File: src/rtl/bean_mem_pkg.sv
// bean_mem_pkg: memory access mode encodings, arbiter FSM states and mode-to-width helper
package bean_mem_pkg;
  localparam logic [2:0] MODE_WORD = 3'b000;
  localparam logic [2:0] MODE_HALF_U = 3'b001;
  localparam logic [2:0] MODE_HALF_S = 3'b101;
  localparam logic [2:0] MODE_BYTE_U = 3'b010;
  localparam logic [2:0] MODE_BYTE_S = 3'b110;
  typedef enum logic [1:0] {IDLE, ISSUE, CAPTURE} state_t;
  function automatic logic [2:0] mode_width(input logic [2:0] m);
    return (m == MODE_HALF_U || m == MODE_HALF_S) ? 3'd2 :
           (m == MODE_BYTE_U || m == MODE_BYTE_S) ? 3'd1 : 3'd4;
  endfunction
endpackage

File: src/rtl/rr_arb2.sv
// rr_arb2: 2-way round-robin arbiter (req in, combinational gnt out, last_grant updated when en and any req)
module rr_arb2 (
  input  logic       clk,
  input  logic       reset,
  input  logic [1:0] req,
  input  logic       en,
  output logic [1:0] gnt
);
  logic last_grant;
  assign gnt = &req ? (last_grant ? 2'b01 : 2'b10) : req;
  always_ff @(posedge clk)
    if (reset) last_grant <= 1'b1;
    else if (en && |req) last_grant <= gnt[1];
endmodule

File: src/rtl/mem_arbiter.sv
// mem_arbiter: 2-port round-robin memory sequencer (req_* in, req_ready/resp_* out, mem_* drive/capture), 1 access per 3 cycles
module mem_arbiter
  import bean_mem_pkg::*;
#(
  parameter int MEM_BYTES = 256
) (
  input  logic        clk,
  input  logic        reset,
  input  logic [1:0]  req_valid,
  output logic [1:0]  req_ready,
  input  logic [31:0] req_addr0,
  input  logic [31:0] req_addr1,
  input  logic [31:0] req_wdata0,
  input  logic [31:0] req_wdata1,
  input  logic [1:0]  req_we,
  input  logic [2:0]  req_mode0,
  input  logic [2:0]  req_mode1,
  output logic        resp_valid,
  output logic        resp_id,
  output logic [31:0] resp_rdata,
  output logic        resp_err,
  output logic [31:0] mem_a,
  output logic [31:0] mem_wd,
  output logic        mem_we,
  output logic [2:0]  mem_mode,
  input  logic [31:0] mem_rd
);
  state_t      state;
  logic [1:0]  gnt;
  logic        id, we, err, lid, lwe, lerr;
  logic [31:0] addr, wdata;
  logic [2:0]  mode;
  rr_arb2 u_arb (.clk(clk), .reset(reset), .req(req_valid), .en(state == IDLE), .gnt(gnt));
  assign req_ready = (state == IDLE && !reset) ? gnt : 2'b00;
  assign id = gnt[1];
  assign addr = id ? req_addr1 : req_addr0;
  assign wdata = id ? req_wdata1 : req_wdata0;
  assign mode = id ? req_mode1 : req_mode0;
  assign we = req_we[id];
  assign err = ({1'b0, addr} + {30'b0, mode_width(mode)}) > 33'(MEM_BYTES);
  always_ff @(posedge clk) begin
    if (reset) begin
      state <= IDLE;
      lid <= 1'b0;
      lwe <= 1'b0;
      lerr <= 1'b0;
      resp_valid <= 1'b0;
      resp_id <= 1'b0;
      resp_rdata <= '0;
      resp_err <= 1'b0;
      mem_a <= '0;
      mem_wd <= '0;
      mem_we <= 1'b0;
      mem_mode <= MODE_WORD;
    end else begin
      resp_valid <= 1'b0;
      mem_we <= 1'b0;
      case (state)
        IDLE: if (|req_valid) begin
          lid <= id;
          lwe <= we;
          lerr <= err;
          mem_a <= addr;
          mem_wd <= wdata;
          mem_mode <= mode;
          mem_we <= we && !err;
          state <= ISSUE;
        end
        ISSUE: state <= CAPTURE;
        CAPTURE: begin
          resp_valid <= 1'b1;
          resp_id <= lid;
          resp_err <= lerr;
          resp_rdata <= (lerr || lwe) ? 32'd0 : mem_rd;
          state <= IDLE;
        end
        default: state <= IDLE;
      endcase
    end
  end
endmodule
File: config.mk
export PLATFORM = sky130hd
export DESIGN_NAME = mem_arbiter
export DESIGN_NICKNAME = d
export VERILOG_FILES = /design/src/rtl/bean_mem_pkg.sv /design/src/rtl/rr_arb2.sv /design/src/rtl/mem_arbiter.sv
export SDC_FILE = /design/constraint.sdc
export NUM_CORES = 1
export LEC_CHECK = 0
export CORE_UTILIZATION = 37
export CTS_CLUSTER_DIAMETER = 100
export DETAILED_ROUTE_END_ITERATION = 8
export HOLD_SLACK_MARGIN = 0.12
export PLACE_DENSITY_LB_ADDON = 0.15
export SYNTH_ARGS = -nofsm -noshare
export SYNTH_HDL_FRONTEND = slang
export SYNTH_SLANG_ARGS = --single-unit
File: constraint.sdc
create_clock -name clk -period 4.9 [get_ports clk]
set_input_delay 0.735 -clock clk [delete_from_list [all_inputs] [get_ports clk]]
set_output_delay 0.735 -clock clk [all_outputs]
set_load 0.01 [all_outputs]
==> impl_metrics.py <==
metrics = {
    "placed_design": {
        "dp.final_hpwl_um": 13400,
        "port_buffers": 276,
        "place_congestion": 0.885,
        "dpl-instance-area_mm2": 0.00858,
    },
    "drt": {
        "routed_wire_length_per_instance_um": 16.2,
        "antenna_violating_nets_post_route": 0,
        "drt-vias-per-instance": 5.37,
        "drt_pre_antenna_iters": 7,
        "drc": 21,
        "total_wirelength_um": 18400,
        "initialDrtViolationCount": 327,
        "vias_after_detailed_routing": 6092,
    },
    "grt": {
        "grt_antenna_before_repair": 0,
        "first_pass_grt_wire_length_um": 29600,
        "met1_usage_pct": 28.5,
        "gr-usage-met2_pct": 40.5,
        "grt_pass1_vias": 5789,
        "busiest_layer": "met2",
        "met3_global_route_usage_pct": 4.11,
        "grt_overflow_total": 0,
        "grt_max_degree": 135,
        "grtUsageTotal_pct": 23.4,
    },
    "sta": {
        "final-setup-viol-count": 0,
        "timing.final.crit_share_pct": 91.5,
        "transition_at_the_pin_with_the_smallest_max_transition_slack_ns": 0.877,
        "timing.final.hold_violations": 0,
        "skew_ns": 0.00529,
        "rsz0062_at_grt": "false",
        "timing.max_slew.rel_slack_pct": 41.5,
        "timing.final.crit_period_ns": 4.48,
        "holdWs_ns": 0.469,
        "finalSetupTns_ns": 0,
        "maxClockFrequency_mhz": 223,
        "finalMaxSlewViolations": 0,
    },
    "layout": {
        "fillCellCount": 1340,
        "most_frequent_cells_in_the_layout": "sky130_fd_sc_hd__clkdlybuf4s50_1, sky130_fd_sc_hd__nor2_1, sky130_fd_sc_hd__nand2_1",
        "layout.cells.most_common": "sky130_fd_sc_hd__clkdlybuf4s50_1",
        "area.growth.synth_to_final_pct": 58.3,
        "antennaDiodeCount": 0,
        "non_filler_cell_area_final_mm2": 0.00890,
        "num-nets-final": 1123,
        "drive_above_1_share_pct": 6.42,
    },
    "cts": {
        "cts_num_sinks": 109,
        "cts_buffers": 9,
        "cts-root-buf": "sky130_fd_sc_hd__clkbuf_16",
        "cts_tree": "done",
        "cts.clk_slew.worst_paths_ns": 0.08,
        "resized_after_cts": 0,
        "htree_num_levels": 3,
        "post-cts-setup-buffer-count": 0,
        "max-clock-path-buffers": 2,
        "clkLatencyLatePin_ns": 0.35,
        "number_of_buffers_inserted_for_hold_repair_after_clock_tree_synthesis": 0,
    },
    "setup_path": {
        "crit_top_cell": "sky130_fd_sc_hd__ha_1",
        "cpLargestDelayFamily": "compound AO/OA/AOI/OAI gates",
        "worst-r2r-cell-count": 15,
        "worstReg2RegEnd": "lerr$_SDFFE_PP0P_",
        "worstSetupPathType": "in -> reg",
        "start_kind": "primary input",
        "critical_path_peak_fanout": 5,
        "rr_startpoint": "u_arb.last_grant$_SDFFE_PP1P_",
        "regToRegSetupSlack_ns": 1.00,
        "cp_cell_sequence": "clkdlybuf4s50_1 -> a21bo_4 -> mux2i_1 -> ha_1 -> ha_1 -> inv_1 -> fa_1 -> and2b_1 -> o2111ai_2 -> buf_4 -> a22o_1 -> a211o_1 -> a211oi_1 -> nand4_1 -> or4_4 -> o211a_1",
        "crit_path_start": "req_valid[0]",
        "slowest_stage": "sky130_fd_sc_hd__clkdlybuf4s50_1",
        "cp.arrival_ns": 4.73,
        "timing.critical_path.required_ns": 5.15,
        "timing.critical_path.to_type": "flip-flop",
        "timing.critical_path.buf_inv": 3,
        "critical_path.max_stage_delay_ns": 0.61,
    },
    "power_and_ir_drop": {
        "pwr_density_cell_mw_per_mm2": 279,
        "p_leak_uw": 0.00338,
        "vdd_drop_max_mv": 0.171,
        "finalPower_uw": 2480,
    },
    "logic_synthesis": {
        "syn_area_per_cell_um2": 8.20,
        "yosys_most_used_dff": "sky130_fd_sc_hd__dfxtp_1",
        "netlist_cell_types": 62,
        "synth-edff-count": 0,
        "synthesis.instances": 685,
        "leading_cell_types_by_total_area_after_synthesis": "sky130_fd_sc_hd__dfxtp_1, sky130_fd_sc_hd__nor2_1, sky130_fd_sc_hd__nand2_1, sky130_fd_sc_hd__a311oi_1, sky130_fd_sc_hd__mux2i_1",
        "netlist_area_mm2": 0.00562,
        "yosys.area.top_type_share_pct": 38.8,
        "yosys.area.top_type": "sky130_fd_sc_hd__dfxtp_1",
        "seq_area_frac_synth_pct": 38.8,
        "synth_seq_cells": 109,
        "mappedNetlistNets": 863,
        "synthesis.yosys.warnings": 0,
        "synth-async-reset-ratio_pct": 0,
    },
    "die": {
        "start_util_pct": 38.2,
        "die_y_um": 125,
        "die-width_um": 125,
        "placeableCoreArea_mm2": 0.0147,
        "core.rowCount": 44,
        "boundaryPins": 277,
        "die-area_mm2": 0.0157,
    },
    "status": {
        "outcome": "finished, violations left",
        "violated_checks": "design-rule violations",
    },
    "flow_run": {
        "max_cap_viol_count": 0,
    },
    "worst_hold_path": {
        "min-delay-start": "mem_mode[0]$_SDFFE_PP0P_",
        "cells_on_worst_hold_path": 2,
        "hold_path_class": "reg -> reg",
        "whs_endpoint": "mem_mode[0]$_SDFFE_PP0P_",
    },
}
==> layout make-up <==
| cell class | instances | area (µm²) | area share [%] |
|---|---|---|---|
| inverters | 7 | 26.3 | 0.295 |
| clock buffers | 9 | 225 | 2.53 |
| multi-input cells | 519 | 3200 | 35.9 |
| repair buffers | 299 | 2950 | 33.1 |
| clock inverters | 7 | 91.3 | 1.03 |
| well taps | 184 | 230 | 2.59 |
| flip-flops and latches | 109 | 2180 | 24.5 |
==> state kept, by name (all words and copies together), names as in the netlist, 2 cells and up <==
signal,count
resp_rdata,32
mem_wd,32
mem_a,32
state,2
mem_mode,3
==> cell families (layout without fill, tap and decap cells) <==
group / after synthesis / after routing / share of synthesized area [%]
AOI/OAI and AO/OA: 155 / 155 / 22.2
xor gates and xnor gates: 11 / 11 / 1.71
adders and majority gates: 6 / 6 / 1.47
buffers and inverters: 57 / 322 / 4.45
DFF: 109 / 109 / 38.8
muxes: 38 / 38 / 6.88
and+or+nand+nor: 309 / 309 / 24.5
==> synthesized netlist by cell type, types with 6 or more instances <==
master and count:
sky130_fd_sc_hd__nor2_1 115, sky130_fd_sc_hd__nand2_1 112, sky130_fd_sc_hd__dfxtp_1 109, sky130_fd_sc_hd__a311oi_1 43, sky130_fd_sc_hd__clkbuf_1 39, sky130_fd_sc_hd__a22oi_1 36, sky130_fd_sc_hd__mux2i_1 33, sky130_fd_sc_hd__nand3_1 24
sky130_fd_sc_hd__a211oi_1 23, sky130_fd_sc_hd__a21oi_1 11, sky130_fd_sc_hd__nor3_1 11, sky130_fd_sc_hd__o21ai_0 10, sky130_fd_sc_hd__inv_1 7, sky130_fd_sc_hd__o211ai_1 7, sky130_fd_sc_hd__xor2_1 6
==> metal layers <==
metal / share of wire (%) / routed length [µm]
met5: 0 / 0
met1: 43 / 7940
met3: 6.3 / 1170
met2: 48 / 8840
met4: 2.5 / 463
==> worst max path at each step <==
stage | endpoint | slack, ns | cells after the start
after global placement | lerr$_SDFFE_PP0P_ | 0.19 | 16
after global routing | lerr$_SDFFE_PP0P_ | 0.22 | 16
final | lerr$_SDFFE_PP0P_ | 0.42 | 16
after CTS | lerr$_SDFFE_PP0P_ | 0.45 | 16
after floorplan | lerr$_SDFFE_PP0P_ | 0.01 | 18
after detailed placement | lerr$_SDFFE_PP0P_ | 0.08 | 16
==> report_power, final <==
| part | internal (µW) | leakage (µW) | switching [µW] |
|---|---|---|---|
| combinational | 375 | 0.00233 | 329 |
| sequential | 963 | 0.000898 | 41.0 |
| clock | 411 | 0.000152 | 363 |
==> stage by stage <==
| stage | std cells | setup WS [ns] | utilization (%) |
|---|---|---|---|
| CTS | 1134 | 0.451 | 60.5 |
| floorplan | 685 | 0.0112 | - |
| global placement | 1118 | 0.194 | 58.4 |
| detailed placement | 1118 | 0.0821 | 58.4 |
| finish | 1134 | 0.419 | 60.5 |
| global route | 1134 | 0.221 | 60.5 |
==> worst reg2reg max path, stage by stage, from the launching register on <==
cell and delay [ns]:
sky130_fd_sc_hd__dfxtp_1 0.43, sky130_fd_sc_hd__a21bo_4 0.16, sky130_fd_sc_hd__mux2i_1 0.23, sky130_fd_sc_hd__ha_1 0.18, sky130_fd_sc_hd__ha_1 0.16, sky130_fd_sc_hd__inv_1 0.06, sky130_fd_sc_hd__fa_1 0.39, sky130_fd_sc_hd__and2b_1 0.27
sky130_fd_sc_hd__o2111ai_2 0.15, sky130_fd_sc_hd__buf_4 0.20, sky130_fd_sc_hd__a22o_1 0.25, sky130_fd_sc_hd__a211o_1 0.25, sky130_fd_sc_hd__a211oi_1 0.30, sky130_fd_sc_hd__nand4_1 0.13, sky130_fd_sc_hd__or4_4 0.51, sky130_fd_sc_hd__o211a_1 0.14
Note: power is estimated with default switching activity, not from simulation.
